### config.mk
export PLATFORM = sky130hd
export DESIGN_NAME = id_issue_ctrl_flat
export DESIGN_NICKNAME = d
export VERILOG_FILES = /design/src/rtl/id_issue_ctrl_pkg.sv /design/src/rtl/id_issue_ctrl_if.sv /design/src/rtl/id_issue_ctrl_scoreboard.sv /design/src/rtl/id_issue_ctrl.sv /design/src/flat_wrapper.sv
export SDC_FILE = /design/constraint.sdc
export NUM_CORES = 1
export LEC_CHECK = 0
export ABC_AREA = 1
export CORE_ASPECT_RATIO = 1.25
export CORE_MARGIN = 5
export CORE_UTILIZATION = 35
export DETAILED_ROUTE_END_ITERATION = 12
export PLACE_DENSITY = 0.65
export SKIP_CTS_REPAIR_TIMING = 1
export SLEW_MARGIN = 20
export SYNTH_ARGS = -nofsm -noshare
export SYNTH_HDL_FRONTEND = slang
export SYNTH_SLANG_ARGS = --single-unit
export TNS_END_PERCENT = 10
### constraint.sdc
create_clock -name clk -period 2.8 [get_ports clk]
set_input_delay 0.84 -clock clk [delete_from_list [all_inputs] [get_ports clk]]
set_output_delay 0.84 -clock clk [all_outputs]
set_load 0.02 [all_outputs]
### src/rtl/id_issue_ctrl_pkg.sv
// id_issue_ctrl_pkg: shared state encodings and constants for the ID issue controller
package id_issue_ctrl_pkg;
  typedef enum logic [1:0] {ST_RUN, ST_FLUSH, ST_HOLD} state_e;
  localparam logic [4:0] REG_ZERO = 5'h0;
endpackage

### src/rtl/id_issue_ctrl_if.sv
// id_issue_ctrl_if: ID decode, write-back and pipeline control signals of the issue controller
interface id_issue_ctrl_if;
  logic        id_valid_i;
  logic [4:0]  reg1_raddr_i;
  logic [4:0]  reg2_raddr_i;
  logic [4:0]  reg_waddr_i;
  logic        long_op_i;
  logic        wb_valid_i;
  logic [4:0]  wb_addr_i;
  logic        jump_i;
  logic        hold_i;
  logic        issue_o;
  logic        stall_o;
  logic        flush_o;
  logic [31:0] busy_o;
  logic        err_o;
  modport master (
    output id_valid_i, reg1_raddr_i, reg2_raddr_i, reg_waddr_i, long_op_i,
    output wb_valid_i, wb_addr_i, jump_i, hold_i,
    input  issue_o, stall_o, flush_o, busy_o, err_o
  );
  modport slave (
    input  id_valid_i, reg1_raddr_i, reg2_raddr_i, reg_waddr_i, long_op_i,
    input  wb_valid_i, wb_addr_i, jump_i, hold_i,
    output issue_o, stall_o, flush_o, busy_o, err_o
  );
endinterface

### src/rtl/id_issue_ctrl_scoreboard.sv
// id_scoreboard: per-register pending-write bits with RAW/WAW lookups
module id_scoreboard
  import id_issue_ctrl_pkg::*;
(
  input  logic        clk,
  input  logic        rst,
  input  logic        set_en_i,
  input  logic [4:0]  set_addr_i,
  input  logic        clr_en_i,
  input  logic [4:0]  clr_addr_i,
  input  logic [4:0]  rs1_i,
  input  logic [4:0]  rs2_i,
  input  logic [4:0]  rd_i,
  output logic        raw_o,
  output logic        waw_o,
  output logic [31:0] busy_o
);
  logic [31:0] busy_q, busy_d, set_m, clr_m;
  // set is applied after clear so a same-register set wins; x0 is never busy
  always_comb begin
    set_m  = set_en_i ? 32'(1) << set_addr_i : '0;
    clr_m  = clr_en_i ? 32'(1) << clr_addr_i : '0;
    busy_d = ((busy_q & ~clr_m) | set_m) & ~32'(1);
  end
  // busy vector register
  always_ff @(posedge clk or negedge rst)
    if (!rst) busy_q <= '0;
    else      busy_q <= busy_d;
  assign raw_o  = (busy_q[rs1_i] && rs1_i != REG_ZERO) || (busy_q[rs2_i] && rs2_i != REG_ZERO);
  assign waw_o  = busy_q[rd_i] && rd_i != REG_ZERO;
  assign busy_o = busy_q;
endmodule

### src/rtl/id_issue_ctrl.sv
// id_issue_ctrl: ID-stage issue control with hazard scoreboard, jump flush and hold freeze
module id_issue_ctrl
  import id_issue_ctrl_pkg::*;
#(
  parameter int FLUSH_CYCLES = 2,
  parameter int MAX_PENDING  = 4
) (
  input logic           clk,
  input logic           rst,
  id_issue_ctrl_if.slave bus
);
  // a jump seen in RUN/FLUSH flushes combinationally that cycle, so FLUSH covers the remainder
  localparam bit         JUMP_TO_FLUSH = FLUSH_CYCLES > 1;
  localparam logic [3:0] CNT_JUMP      = JUMP_TO_FLUSH ? 4'(FLUSH_CYCLES - 2) : 4'd0;
  localparam logic [3:0] CNT_HOLD      = 4'(FLUSH_CYCLES - 1);
  localparam logic [3:0] PEND_MAX      = 4'(MAX_PENDING);
  state_e     state_q, state_d, exit_st;
  logic [3:0] cnt_q, cnt_d, pend_q, pend_d;
  logic       err_q, err_d, raw, waw, full, issue, inc;
  assign exit_st = bus.hold_i ? ST_HOLD : ST_RUN;
  assign full    = bus.long_op_i && pend_q == PEND_MAX;
  assign issue   = rst && state_q == ST_RUN && !bus.jump_i && !bus.hold_i && bus.id_valid_i
                   && !raw && !waw && !full;
  assign inc     = issue && bus.long_op_i;
  assign bus.issue_o = issue;
  assign bus.stall_o = rst && (state_q == ST_HOLD
                       || (state_q == ST_RUN && bus.id_valid_i && !issue && !bus.jump_i));
  assign bus.flush_o = rst && (state_q == ST_FLUSH || (state_q == ST_RUN && bus.jump_i));
  assign bus.err_o   = err_q;
  // next state and flush countdown; jump outranks hold
  always_comb begin
    state_d = state_q;
    cnt_d   = cnt_q;
    case (state_q)
      ST_RUN:
        if (bus.jump_i) begin
          state_d = JUMP_TO_FLUSH ? ST_FLUSH : exit_st;
          cnt_d   = CNT_JUMP;
        end else if (bus.hold_i) state_d = ST_HOLD;
      ST_FLUSH:
        if (bus.jump_i) begin
          state_d = JUMP_TO_FLUSH ? ST_FLUSH : exit_st;
          cnt_d   = CNT_JUMP;
        end else if (cnt_q == 4'd0) state_d = exit_st;
        else cnt_d = cnt_q - 4'd1;
      ST_HOLD:
        if (bus.jump_i) begin
          state_d = ST_FLUSH;
          cnt_d   = CNT_HOLD;
        end else if (!bus.hold_i) state_d = ST_RUN;
      default: state_d = ST_RUN;
    endcase
  end
  // outstanding long-op count saturates both ways; a stray write-back latches the error
  always_comb begin
    pend_d = inc == bus.wb_valid_i ? pend_q
           : inc ? (pend_q == 4'hF ? pend_q : pend_q + 4'd1)
           : (pend_q == 4'd0 ? pend_q : pend_q - 4'd1);
    err_d  = err_q || (bus.wb_valid_i && pend_q == 4'd0);
  end
  // control state registers
  always_ff @(posedge clk or negedge rst)
    if (!rst) begin
      state_q <= ST_RUN;
      cnt_q   <= '0;
      pend_q  <= '0;
      err_q   <= 1'b0;
    end else begin
      state_q <= state_d;
      cnt_q   <= cnt_d;
      pend_q  <= pend_d;
      err_q   <= err_d;
    end
  id_scoreboard u_sb (
    .clk        (clk),
    .rst        (rst),
    .set_en_i   (inc && bus.reg_waddr_i != REG_ZERO),
    .set_addr_i (bus.reg_waddr_i),
    .clr_en_i   (bus.wb_valid_i),
    .clr_addr_i (bus.wb_addr_i),
    .rs1_i      (bus.reg1_raddr_i),
    .rs2_i      (bus.reg2_raddr_i),
    .rd_i       (bus.reg_waddr_i),
    .raw_o      (raw),
    .waw_o      (waw),
    .busy_o     (bus.busy_o)
  );
endmodule

### src/flat_wrapper.sv
// flat-port wrapper written by rule: the top's interface ports become plain ports
module id_issue_ctrl_flat import id_issue_ctrl_pkg::*;
#(
  parameter int FLUSH_CYCLES = 2,
  parameter int MAX_PENDING  = 4
)
  (clk, rst, bus_id_valid_i, bus_reg1_raddr_i, bus_reg2_raddr_i, bus_reg_waddr_i, bus_long_op_i, bus_wb_valid_i, bus_wb_addr_i, bus_jump_i, bus_hold_i, bus_issue_o, bus_stall_o, bus_flush_o, bus_busy_o, bus_err_o);
  id_issue_ctrl_if bus_i ();
  input logic clk;
  input logic rst;
  input wire logic [$bits(bus_i.id_valid_i)-1:0] bus_id_valid_i;
  input wire logic [$bits(bus_i.reg1_raddr_i)-1:0] bus_reg1_raddr_i;
  input wire logic [$bits(bus_i.reg2_raddr_i)-1:0] bus_reg2_raddr_i;
  input wire logic [$bits(bus_i.reg_waddr_i)-1:0] bus_reg_waddr_i;
  input wire logic [$bits(bus_i.long_op_i)-1:0] bus_long_op_i;
  input wire logic [$bits(bus_i.wb_valid_i)-1:0] bus_wb_valid_i;
  input wire logic [$bits(bus_i.wb_addr_i)-1:0] bus_wb_addr_i;
  input wire logic [$bits(bus_i.jump_i)-1:0] bus_jump_i;
  input wire logic [$bits(bus_i.hold_i)-1:0] bus_hold_i;
  output wire logic [$bits(bus_i.issue_o)-1:0] bus_issue_o;
  output wire logic [$bits(bus_i.stall_o)-1:0] bus_stall_o;
  output wire logic [$bits(bus_i.flush_o)-1:0] bus_flush_o;
  output wire logic [$bits(bus_i.busy_o)-1:0] bus_busy_o;
  output wire logic [$bits(bus_i.err_o)-1:0] bus_err_o;
  assign bus_i.id_valid_i = bus_id_valid_i;
  assign bus_i.reg1_raddr_i = bus_reg1_raddr_i;
  assign bus_i.reg2_raddr_i = bus_reg2_raddr_i;
  assign bus_i.reg_waddr_i = bus_reg_waddr_i;
  assign bus_i.long_op_i = bus_long_op_i;
  assign bus_i.wb_valid_i = bus_wb_valid_i;
  assign bus_i.wb_addr_i = bus_wb_addr_i;
  assign bus_i.jump_i = bus_jump_i;
  assign bus_i.hold_i = bus_hold_i;
  assign bus_issue_o = bus_i.issue_o;
  assign bus_stall_o = bus_i.stall_o;
  assign bus_flush_o = bus_i.flush_o;
  assign bus_busy_o = bus_i.busy_o;
  assign bus_err_o = bus_i.err_o;
  id_issue_ctrl #(.FLUSH_CYCLES(FLUSH_CYCLES), .MAX_PENDING(MAX_PENDING)) u_core (.clk(clk), .rst(rst), .bus(bus_i));
endmodule
After elaboration in Yosys (flattened, before gate mapping)

Cells that the tools add are included.

Register bits after elaboration: 42
Latch bits: 0
Memory bits (writable): 0
Bits in read-only memories: 0
Output and inout bits: 36
Memories: 0

$add $sub $neg: 3
Multiply operators: 0
Div/mod/pow operators: 0
$lt $le $gt $ge: 3
Equal/unequal tests: 13
Shifts and indexed selects: 2
Mux-type cells: 24
Bitwise logic cells: 4
Reductions and logical operators: 40

Operators by type and width:

| kind                                                                          | count |
|---|---|
| 32-bit two-way mux                                                            | 2 |
| 1-bit by 5-bit left shift with 32-bit output (first input constant)           | 2 |
| 32-bit bitwise AND                                                            | 1 |
| 32-bit inverter                                                               | 1 |
| 32-bit OR                                                                     | 1 |
| 4-bit two-way mux                                                             | 7 |
| 1-bit logical AND                                                             | 20 |
| 5-bit by 6-bit less-than comparator with 1-bit output (second input constant) | 3 |
| 1-bit binary-select mux with 5-bit select                                     | 3 |
| 5-bit nonzero test                                                            | 3 |
| 2-bit two-way mux                                                             | 7 |
| 3-bit != test (second input constant)                                         | 4 |
| 4-bit case mux with 3 select lines                                            | 1 |
| 4-bit logical NOT                                                             | 2 |
| 4-bit by 1-bit subtractor with 4-bit output (second input constant)           | 2 |
| 1-bit logical NOT                                                             | 6 |
| 2-bit != test (second input constant)                                         | 3 |
| 2-bit case mux with 3 select lines                                            | 1 |
| 3-bit AND reduction                                                           | 2 |
| 4-bit by 1-bit adder with 4-bit output (second input constant)                | 1 |
| 4-bit by 3-bit equality test with 1-bit output (second input constant)        | 1 |
| 4-bit equality test (second input constant)                                   | 1 |
| 1-bit logical OR                                                              | 4 |
| 4-bit AND reduction                                                           | 1 |
| 8 further kinds                                                               | 10 |

Longest topological paths before layout

Gate-level depths: netlist (run 1).

Depth in word-level cells: 13
Mapped depth: 24
Depth with buffers taken out: 22

By module

Synthesis (run 1) repeated with hierarchy kept, for this count alone.

Cell total of the unflattened synthesis: 523
Area total of the unflattened synthesis: 3,374.5 sq um

By module, submodules not included:

| module        | instances | cells each | area each (sq um) |
|---|---|---|---|
| id_scoreboard | 1         | 403        | 2,467.4 |
| id_issue_ctrl | 1         | 120        | 907.1 |

Worst setup path before layout (run 1)

OpenSTA, ideal clock, no wires.

Kind: input to output
Start point: input port bus_reg_waddr_i[0]
End point: output port bus_stall_o
Arrival time: 2.209 ns
Slack: -0.249 ns
Stages: 11
Buffers on the path: 2
Cells stage by stage: buf_4 > buf_2 > o21ai_0 > nand2_1 > nand3_1 > nand3_1 > a21oi_1 > nor2_2 > nand2_1 > nand3_1 > a21oi_1

Longest elaborated chain between the ends: 11

RTL lines:

| element                                   | RTL line                       | text |
|---|---|---|
| from (decl)                               | flat_wrapper.sv:14             | `input wire logic [$bits(bus_i.reg_waddr_i)-1:0] bus_reg_waddr_i;` |
| 1-bit binary-select mux with 5-bit select | id_issue_ctrl_scoreboard.sv:30 | `assign waw_o = busy_q[rd_i] && rd_i != REG_ZERO;` |
| 1-bit two-way mux (not written as such)   | id_issue_ctrl_scoreboard.sv:30 |  |
| 1-bit logical AND *                       | id_issue_ctrl_scoreboard.sv:30 |  |
| 1-bit logical NOT *                       | id_issue_ctrl.sv:23            | `&& !raw && !waw && !full;` |
| 1-bit logical AND * (2 in series)         | id_issue_ctrl.sv:23            |  |
| 1-bit logical NOT *                       | id_issue_ctrl.sv:27            | `\|\| (state_q == ST_RUN && bus.id_valid_i && !issue && !bus.jump_i));` |
| 1-bit logical AND * (2 in series)         | id_issue_ctrl.sv:27            |  |
| 1-bit logical OR *                        | id_issue_ctrl.sv:27            |  |
| 1-bit logical AND *                       | id_issue_ctrl.sv:26            | `assign bus.stall_o = rst && (state_q == ST_HOLD` |
| to (decl)                                 | flat_wrapper.sv:21             | `output wire logic [$bits(bus_i.stall_o)-1:0] bus_stall_o;` |

Every way passes the cells marked *; elsewhere a longest branch is shown, timed or not. The select of a mux whose other input is x is not followed.

Worst setup path after layout (run 1)

Start point: input port bus_reg2_raddr_i[0]
End point: output port bus_stall_o

Longest elaborated chain between the ends: 13

RTL lines:

| element                                   | RTL line                       | text |
|---|---|---|
| from (decl)                               | flat_wrapper.sv:13             | `input wire logic [$bits(bus_i.reg2_raddr_i)-1:0] bus_reg2_raddr_i;` |
| 1-bit binary-select mux with 5-bit select | id_issue_ctrl_scoreboard.sv:29 | `assign raw_o = (busy_q[rs1_i] && rs1_i != REG_ZERO) \|\| (busy_q[rs2_i] && rs2_i != REG_ZERO);` |
| 1-bit two-way mux (not written as such)   | id_issue_ctrl_scoreboard.sv:29 |  |
| 1-bit logical AND *                       | id_issue_ctrl_scoreboard.sv:29 |  |
| 1-bit logical OR *                        | id_issue_ctrl_scoreboard.sv:29 |  |
| 1-bit logical NOT *                       | id_issue_ctrl.sv:23            |  |
| 1-bit logical AND * (3 in series)         | id_issue_ctrl.sv:23            |  |
| 1-bit logical NOT *                       | id_issue_ctrl.sv:27            |  |
| 1-bit logical AND * (2 in series)         | id_issue_ctrl.sv:27            |  |
| 1-bit logical OR *                        | id_issue_ctrl.sv:27            |  |
| 1-bit logical AND *                       | id_issue_ctrl.sv:26            |  |

Marked as above.

==> results of run 1 <==
[cell usage after synthesis, types with 2 or more instances]
| master | instances |
|---|---|
| nand2_1 | 164 |
| inv_1 | 76 |
| nand3_1 | 65 |
| o21ai_0 | 44 |
| dfrtp_1 | 42 |
| nor2_1 | 23 |
| nor3_1 | 23 |
| a21oi_1 | 11 |
| o21ai_2 | 10 |
| nand4_1 | 9 |
| ha_1 | 8 |
| buf_6 | 7 |
| o31ai_2 | 7 |
| clkbuf_1 | 6 |
| nand2_2 | 6 |
| o31ai_1 | 6 |
| buf_2 | 5 |
| inv_2 | 3 |
| nor2_2 | 3 |
| a31oi_1 | 2 |
| buf_4 | 2 |
| or2_2 | 2 |
| xor2_1 | 2 |
[worst max-delay path by stage]
stage                              from          endpoint
finish              bus_reg2_raddr_i[0]       bus_stall_o
CTS                  bus_reg_waddr_i[0]       bus_stall_o
detailed placement   bus_reg_waddr_i[0]       bus_stall_o
global route        bus_reg1_raddr_i[1]       bus_stall_o
floorplan            bus_reg_waddr_i[1]  u_core.pend_q[3]
global placement     bus_reg_waddr_i[1]       bus_stall_o
[cell families (layout without fill, tap and decap cells)]
logic type,count (synthesis),after routing
AND/OR/NAND/NOR,302,302
flip-flops,42,42
buffers and inverters,103,247
XOR/XNOR,2,2
adder cells (fa/ha/maj),9,9
AO/OA/AOI/OAI,85,85
other,1,2
[registers in the layout, indices dropped and copies added (netlist names)]
name                cells
u_core.u_sb.busy_o     31
u_core.cnt_q            4
u_core.pend_q           4
u_core.state_q          2
u_core.bus.err_o        1
[power by group]
group | switching (W) | internal [W] | total (W) | leakage (nW)
Combinational | 0.000605 | 0.000490 | 0.00109 | 1.99
Sequential | 0.0000427 | 0.000690 | 0.000733 | 0.569
Clock | 0.000232 | 0.000354 | 0.000586 | 0.0739
[cells in the final DEF (no fill, tap or decap), types with 7 or more instances in the layout]
cell / count
dfrtp_1: 42
nor3_1: 23
nand3_1: 48
nand2_1: 157
nand4_1: 9
inv_1: 70
nand3_2: 16
buf_6: 13
nand2_2: 13
o21ai_0: 44
o31ai_2: 7
buf_4: 80
clkdlybuf4s50_1: 43
nor2_1: 18
o21ai_2: 10
dlymetal6s2s_1: 10
[through the flow]
| stage | setup slack (ns) | hold WS (ns) |
|---|---|---|
| floorplan | -0.1057 | 0.4895 |
| global placement | -1.282 | 0.4416 |
| detailed placement | -1.276 | 0.4519 |
| CTS | -1.293 | 0.4663 |
| global route | -0.4055 | 0.4901 |
| finish | -0.3228 | 0.4602 |
[layout make-up]
cell class | instances | share of cell area [%]
antenna | 1 | 0.04648
clock buffer | 7 | 2.649
clock inverter | 1 | 0.09296
inverter | 82 | 6.205
multi-input combinational | 399 | 41.44
sequential | 42 | 19.52
tap | 129 | 2.998
timing repair buffer | 156 | 26.89
timing repair inverter | 1 | 0.1627
[routing by layer]
layer	up-vias	wire, µm
li1	2045	-
met1	1987	5080
met2	140	6869
met3	40	685
met4	0	516
met5	-	0
==> impl_metrics.toml, run 1 <==
[power_and_ir_drop]
p_per_area_nw_per_um2 = 448.3
p_leak_nw = 2.634
total_power_w = 0.002414
ir_worst_vdd_mv = 0.3910

[critical_path]
critPathMaxFanout = 7
cpMaxStageDelayCell = "a21oi_4"
cp-end-kind = "output port"
crit_type = "in -> out"
ff2ff_setup_slack_ns = 0.03
cp_top_family = "simple AND/OR/NAND/NOR gates"
worstPathArrival_ns = 2.28
r2r_start = "u_core.state_q[1]"
cp_num_buf_inv = 4
cp.depth = 15
crit_required_ns = 1.96
start_kind = "input port"
r2r.worst_path.cells = 21
crit_top_cell = "nand2_1"
crit_chain = "buf_8, buf_12, buf_12, nand2_1, nand3_1, nand2_1, nand2_2, nand2_1, nand3_2, nand2_1, nor2_2, nand2_2, nand3_2, a21oi_4, buf_6"
r2r-end = "u_core.pend_q[3]"
max_stage_delay_ns = 0.15

[global_routing]
top_usage_layer = "met2"
grt_use_met1_pct = 23.64
grt_pass1_vias = 4100
antenna_found_initial = 1
grt_max_degree = 43
grt_use_met2_pct = 38.19
grt_pass1_wl_mm = 20.27
track_usage_pct = 20.90
grt-ovfl-total = 0
use_met3_pct = 3.638

[timing]
finClkSkew_ns = 0.005992
finalCriticalPeriod_ns = 3.123
setup_ws_ns = -0.3228
max_slew.worst_pin.slew_ns = 0.5628
max_freq_ghz = 0.3202
relSlewSlack_pct = 62.48
tns_ns = -0.5523
rsz0062_at_grt = "true"
slew_violations = 0
period_share_pct = 111.5
finalHoldViolCount = 0
setup_viol_count_final = 3

[clocking]
clock_path_buffers = 2
insertion_delay_ns = 0.29
cts_tree = "yes"
clk_pin_slew_ns = 0.06
htree_levels = 2
clkSinkCount = 42
clockRootBuffer = "clkbuf_16"
numCtsBuffers = 5

[route]
drt-total-wl_mm = 13.15
drt-pass1-iter-count = 5
drc = 0
drtAntennaViolNets = 0
drtIter0Drc = 217
viasPerCell = 5.149
vias = 4212
routedWlPerCell_um = 16.08

[finish]
finalNetCount = 723
syn_to_final_growth_pct = 51.73
fillers = 974
drive_above_1_share_pct = 27.91
multiInputGateArea_um2 = 2231
fin_area_um2 = 5384
regArea_um2 = 1051
utilization_pct = 53.82
fin_cells = 818

[synthesis]
synth_flop_cell = "dfrtp_1"
synth_edf_count = 0
syn_inst = 544
synth.avg_cell_area_um2 = 6.523
netlist_area_um2 = 3548
ys_seq_area_share_pct = 29.62
yosysUniqueCellTypes = 41
synthTopCellsByArea = "dfrtp_1 (30%), nand2_1 (17%), nand3_1 (9.2%), inv_1 (8.0%), o21ai_0 (6.2%)"
yosys.area_share.simple_pct = 37.76
synthArstFlopShare_pct = 100.0
synth_top_family_by_area = "simple AND/OR/NAND/NOR gates"
synth_mux_area_share_pct = 0
syn-num-nets = 580
synth_top_area_share_pct = 29.62
synth_xor_area_share_pct = 0.4937
synth_compound_area_share_pct = 15.37
ys_warn_count = 0
synth_top_cell_by_area = "dfrtp_1"
synthAdderAreaFrac_pct = 3.385
ys_ff_latch = 42

[outcome]
status = "complete, but fails checks"
violations = "setup timing"

[floorplanning]
fp.dieH_um = 122.6
dieArea_um2 = 12260
core_um2 = 10000
die_w_um = 100.1
start_util_pct = 35.47
ios = 63
rows = 41

[min_path]
holdCritPathClass = "reg -> reg"
hold_depth = 1
holdPathEnd = "u_core.bus.err_o"
hold_path.startpoint = "u_core.bus.err_o"

[placement]
hpwl_mm = 10.09
placed_cell_area_um2 = 4892
placed_cells = 802
port_buffers = 61
gp_congestion = 0.9618

[job]
maxCapViolations = 0
(Power assumes the default switching activity.)
==> run 2: changes to the inputs <==
==> constraint.sdc (replaced) <==
create_clock -name clk -period 2.8 [get_ports clk]
set_input_delay 0.56 -clock clk [delete_from_list [all_inputs] [get_ports clk]]
set_output_delay 0.56 -clock clk [all_outputs]
set_load 0.02 [all_outputs]
==> impl_metrics.toml, run 2 (same netlist as run 1, synthesis figures left out) <==
[outcome]
status = "finished, final reports clean"

[finish]
drive_above_1_share_pct = 20.33
largest_reg_flops = 31
final_common_cell = "nand2_1"
finalNetCount = 694
diodes = 0
fin_area_um2 = 5007
final_cell_mix = "nand2_1 (163), inv_1 (73), nand3_1 (64)"
fin_cells = 788
fillers = 1008
syn_to_final_growth_pct = 41.11

[critical_path]
r2r-end = "u_core.pend_q[3]"
r2r_start = "u_core.state_q[1]"
cp-startpoint = "bus_reg1_raddr_i[3]"
cp_num_buf_inv = 5
max_stage_delay_ns = 0.60
crit_type = "in -> reg"
cpMaxStageDelayCell = "clkdlybuf4s50_1"
critPathMaxFanout = 5
crit_required_ns = 2.97
critPathCapture = "u_core.pend_q[3]"
crit_chain = "clkdlybuf4s50_1, nor2_1, nand2_1, nand2_1, inv_1, nand2_1, nand2_1, nand2_2, nor2_4, buf_4, nand3_4, buf_4, ha_1, nand2_1, nand2_1, a31oi_2, inv_1, nand4_1, nand2_1, nand3_1, nand2_1"
ff2ff_setup_slack_ns = 0.14
start_kind = "input port"
worstPathArrival_ns = 2.90
cp-end-kind = "register"
cp_top_family = "buffers and inverters"
cp.depth = 21
r2r.worst_path.cells = 22
crit_top_cell = "nand2_1"

[global_routing]
track_usage_pct = 19.96
grt_pass1_vias = 4097
antenna_found_initial = 0
grt_max_degree = 43
grt_pass1_wl_mm = 19.76
grt-ovfl-total = 0

[clocking]
clkSinkCount = 42
clockRootBuffer = "clkbuf_16"
insertion_delay_ns = 0.29
cts_tree = "yes"
htree_levels = 2
numCtsBuffers = 5
clock_path_buffers = 2
clk_pin_slew_ns = 0.06

[route]
viasPerCell = 5.251
drt-total-wl_mm = 12.62
drtAntennaViolNets = 0
drtIter0Drc = 195
drc = 0
routedWlPerCell_um = 16.01
vias = 4138
drt-pass1-iter-count = 5

[timing]
setup_viol_count_final = 0
slew_violations = 0
period_share_pct = 97.26
finalHoldViolCount = 0
setup_ws_ns = 0.07666
max_freq_ghz = 0.3672
max_slew.worst_pin.slew_ns = 0.5514
relSlewSlack_pct = 63.24
rsz0062_at_grt = "true"
finalCriticalPeriod_ns = 2.723
finClkSkew_ns = 0.007241

[floorplanning]
rows = 41
ios = 63
fp.dieH_um = 122.6
core_um2 = 10000
die_w_um = 100.1
dieArea_um2 = 12260
start_util_pct = 35.47

[min_path]
holdCritPathClass = "in -> async"

[placement]
port_buffers = 61
placed_cell_area_um2 = 4667
gp_congestion = 0.9261
dp_slack_ns = -0.6680
hpwl_mm = 9.731
placed_cells = 774

[job]
maxCapViolations = 0

[power_and_ir_drop]
p_leak_nw = 2.446
ir_worst_vdd_mv = 0.4881
p_per_area_nw_per_um2 = 513.2
## run 2: cell types whose count changed in the layout (fill, tap and decap cells not counted), moves of 3 or more
cell	previous run	this run
clkbuf_2	1	5
clkdlybuf4s50_1	43	46
inv_1	70	73
buf_6	13	3
nor2_2	4	7
nand3_1	48	64
nand3_2	16	2
nor2_4	5	2
nand2_2	13	7
a21oi_1	6	9
nand2_1	157	163
buf_4	80	58
## run 2: worst min-delay path by stage
stage | start | end | slack, ns | depth (start not counted)
detailed placement | u_core.bus.err_o | u_core.bus.err_o | 0.45 | 1
global route | rst | u_core.u_sb.busy_o[4] | 0.47 | 2
finish | rst | u_core.u_sb.busy_o[9] | 0.40 | 2
CTS | rst | u_core.u_sb.busy_o[9] | 0.43 | 2
floorplan | rst | u_core.bus.err_o | 0.26 | 0
global placement | u_core.bus.err_o | u_core.bus.err_o | 0.44 | 1
## run 2: per-layer routing
layer / share of wire, % / track usage (%)
met4: 3.0 / 7.329
met5: 0 / 0
met2: 51 / 37.02
met3: 5.1 / 2.899
met1: 41 / 23.06
## run 2: power by group
part | total (W) | internal (W) | switching, W
Sequential | 0.000750 | 0.000690 | 0.0000604
Combinational | 0.00104 | 0.000464 | 0.000577
Clock | 0.000778 | 0.000535 | 0.000243
## run 2: final cells by class
| cell class | instances | area (µm²) | area share [%] |
|---|---|---|---|
| clock buffer | 6 | 138.9 | 2.774 |
| clock inverter | 2 | 60.06 | 1.199 |
| inverter | 82 | 316.6 | 6.322 |
| multi-input combinational | 399 | 2097 | 41.88 |
| sequential | 42 | 1051 | 20.99 |
| tap | 129 | 161.4 | 3.223 |
| timing repair buffer | 128 | 1182 | 23.61 |
## run 2: worst register-to-register path, stage by stage, from the launching register on
cell and delay (ns):
dfrtp_1 0.39, inv_2 0.09, ha_4 0.14, inv_1 0.04
nor2_2 0.11, inv_1 0.07, nor2_2 0.13, nand3_1 0.10
a21oi_2 0.12, nand2_1 0.07, nor2_2 0.12, buf_6 0.12
nand3_4 0.09, buf_4 0.15, ha_1 0.17, nand2_1 0.05
nand2_1 0.05, a31oi_2 0.18, inv_1 0.06, nand4_1 0.08
nand2_1 0.07, nand3_1 0.08, nand2_1 0.06
## run 2: metrics by stage
stage	hold WS (ns)	setup TNS [ns]	power, W	util [%]
after floorplan	0.2644	0	0.001322	-
after global placement	0.4412	-6.231	0.001677	46.65
final	0.3988	0	0.002570	50.06
after global routing	0.4700	-0.1614	0.002728	50.06
after CTS	0.4258	-1.929	0.002497	48.64
after detailed placement	0.4471	-6.607	0.001719	46.65
==> run 3: changes to the inputs <==
--- a/config.mk
+++ b/config.mk
@@ -16,4 +16,3 @@
 export SYNTH_ARGS = -nofsm -noshare
 export SYNTH_HDL_FRONTEND = slang
 export SYNTH_SLANG_ARGS = --single-unit
-export TNS_END_PERCENT = 10
==> impl_metrics.toml, run 3 (same netlist as run 1, synthesis figures left out) <==
[outcome]
status = "finished, final reports clean"

[finish]
syn_to_final_growth_pct = 41.11
drive_above_1_share_pct = 20.33
fin_cells = 788
final_cell_mix = "nand2_1 (163), inv_1 (73), nand3_1 (64)"
final_common_cell = "nand2_1"
largest_reg_flops = 31
fin_area_um2 = 5007
fillers = 1006
finalNetCount = 694
diodes = 0

[clocking]
insertion_delay_ns = 0.29
clk_pin_slew_ns = 0.06
htree_levels = 2
cts_tree = "yes"
clkSinkCount = 42
numCtsBuffers = 5
clockRootBuffer = "clkbuf_16"
clock_path_buffers = 2

[route]
viasPerCell = 5.221
drtAntennaViolNets = 0
drt-pass1-iter-count = 5
vias = 4114
routedWlPerCell_um = 16.01
drtIter0Drc = 228
drt-total-wl_mm = 12.62
drc = 0

[power_and_ir_drop]
ir_worst_vdd_mv = 0.4918
clkPwrFrac_pct = 30.0
p_sw_w = 0.0008848
seq_power_share_pct = 29.0
p_int_w = 0.001703
total_power_w = 0.002588
p_leak_nw = 2.447
p_comb_share_pct = 41.0
switching_share_pct = 34.19
p_per_area_nw_per_um2 = 516.8

[timing]
finalCriticalPeriod_ns = 2.688
tns_ns = 0
slew_violations = 0
period_share_pct = 95.99
hold-worst-slack_ns = 0.3951
finalHoldViolCount = 0
max_freq_ghz = 0.3720
finClkSkew_ns = 0.007567
setup_viol_count_final = 0
max_slew.worst_pin.slew_ns = 0.5423
relSlewSlack_pct = 63.85

[critical_path]
cp-end-kind = "output port"
crit_type = "in -> out"
worstPathArrival_ns = 2.13
start_kind = "input port"
critPathMaxFanout = 5
crit_required_ns = 2.24

[floorplanning]
start_util_pct = 35.47
core_um2 = 10000
rows = 41
ios = 63
die_w_um = 100.1
dieArea_um2 = 12260
fp.dieH_um = 122.6

[placement]
placed_cell_area_um2 = 4667
gp_congestion = 0.9261
placed_cells = 774
hpwl_mm = 9.731
port_buffers = 61

[global_routing]
grt-ovfl-total = 0
track_usage_pct = 19.96
grt_pass1_vias = 4097
grt_pass1_wl_mm = 19.76
antenna_found_initial = 0
grt_max_degree = 43

[job]
maxCapViolations = 0

[min_path]
holdCritPathClass = "in -> async"
[run 3: cell counts in the layout (fill, tap and decap cells not counted)]
Identical to the previous run, type by type.
[run 3: area by class of cell]
cell class                 count  area, µm²  share of cell area, %
clock inverter                 2      60.06                  1.199
clock buffer                   6      138.9                  2.774
inverter                      82      316.6                  6.322
sequential                    42       1051                  20.99
multi-input combinational    399       2097                  41.88
timing repair buffer         128       1182                  23.61
tap                          129      161.4                  3.223
[run 3: metal layers]
metal | global-route usage [%] | wire length (µm) | vias up
li1 | - | - | 1993
met1 | 23.06 | 5079 | 1961
met2 | 37.02 | 6546 | 131
met3 | 2.899 | 642 | 29
met4 | 7.329 | 349 | 0
met5 | 0 | 0 | -
[run 3: final timing paths]
check	end	start	slack, ns	depth (start not counted)
setup / recovery	bus_stall_o	bus_reg1_raddr_i[3]	0.11	13
hold / removal	u_core.state_q[1]	rst	0.40	2
setup reg to reg	u_core.pend_q[3]	u_core.state_q[1]	0.21	21
hold reg to reg	u_core.bus.err_o	u_core.bus.err_o	0.46	1
max in group asynchronous	u_core.u_sb.busy_o[7]	rst	2.04	2
min in group clk	u_core.bus.err_o	u_core.bus.err_o	0.46	1
[run 3: worst max-delay path, stage by stage]
cell and delay (ns):
clkdlybuf4s50_1 0.52, nor2_1 0.14, nand2_1 0.07, nand2_1 0.06
inv_1 0.04, nand2_1 0.06, nand2_1 0.06, nand2_2 0.11
nor2_4 0.05, nand2_1 0.08, nand3_1 0.07, a21oi_1 0.13
clkbuf_2 0.18
[run 3: power groups by stage]
stage               Sequential (W)  Combinational (W)  Clock, W
detailed placement        0.000754           0.000964         0
CTS                       0.000744           0.000972  0.000781
floorplan                 0.000776           0.000546         0
global route              0.000760            0.00118  0.000804
global placement          0.000750           0.000927         0
finish                    0.000751            0.00106  0.000776
[run 3: through the flow]
| stage | util [%] | setup WS (ns) |
|---|---|---|
| after global placement | 46.65 | -0.6654 |
| after CTS | 48.64 | -0.6958 |
| after detailed placement | 46.65 | -0.6680 |
| final | 50.06 | 0.1122 |
| after floorplan | - | 0.04542 |
| after global routing | 50.06 | -0.01417 |
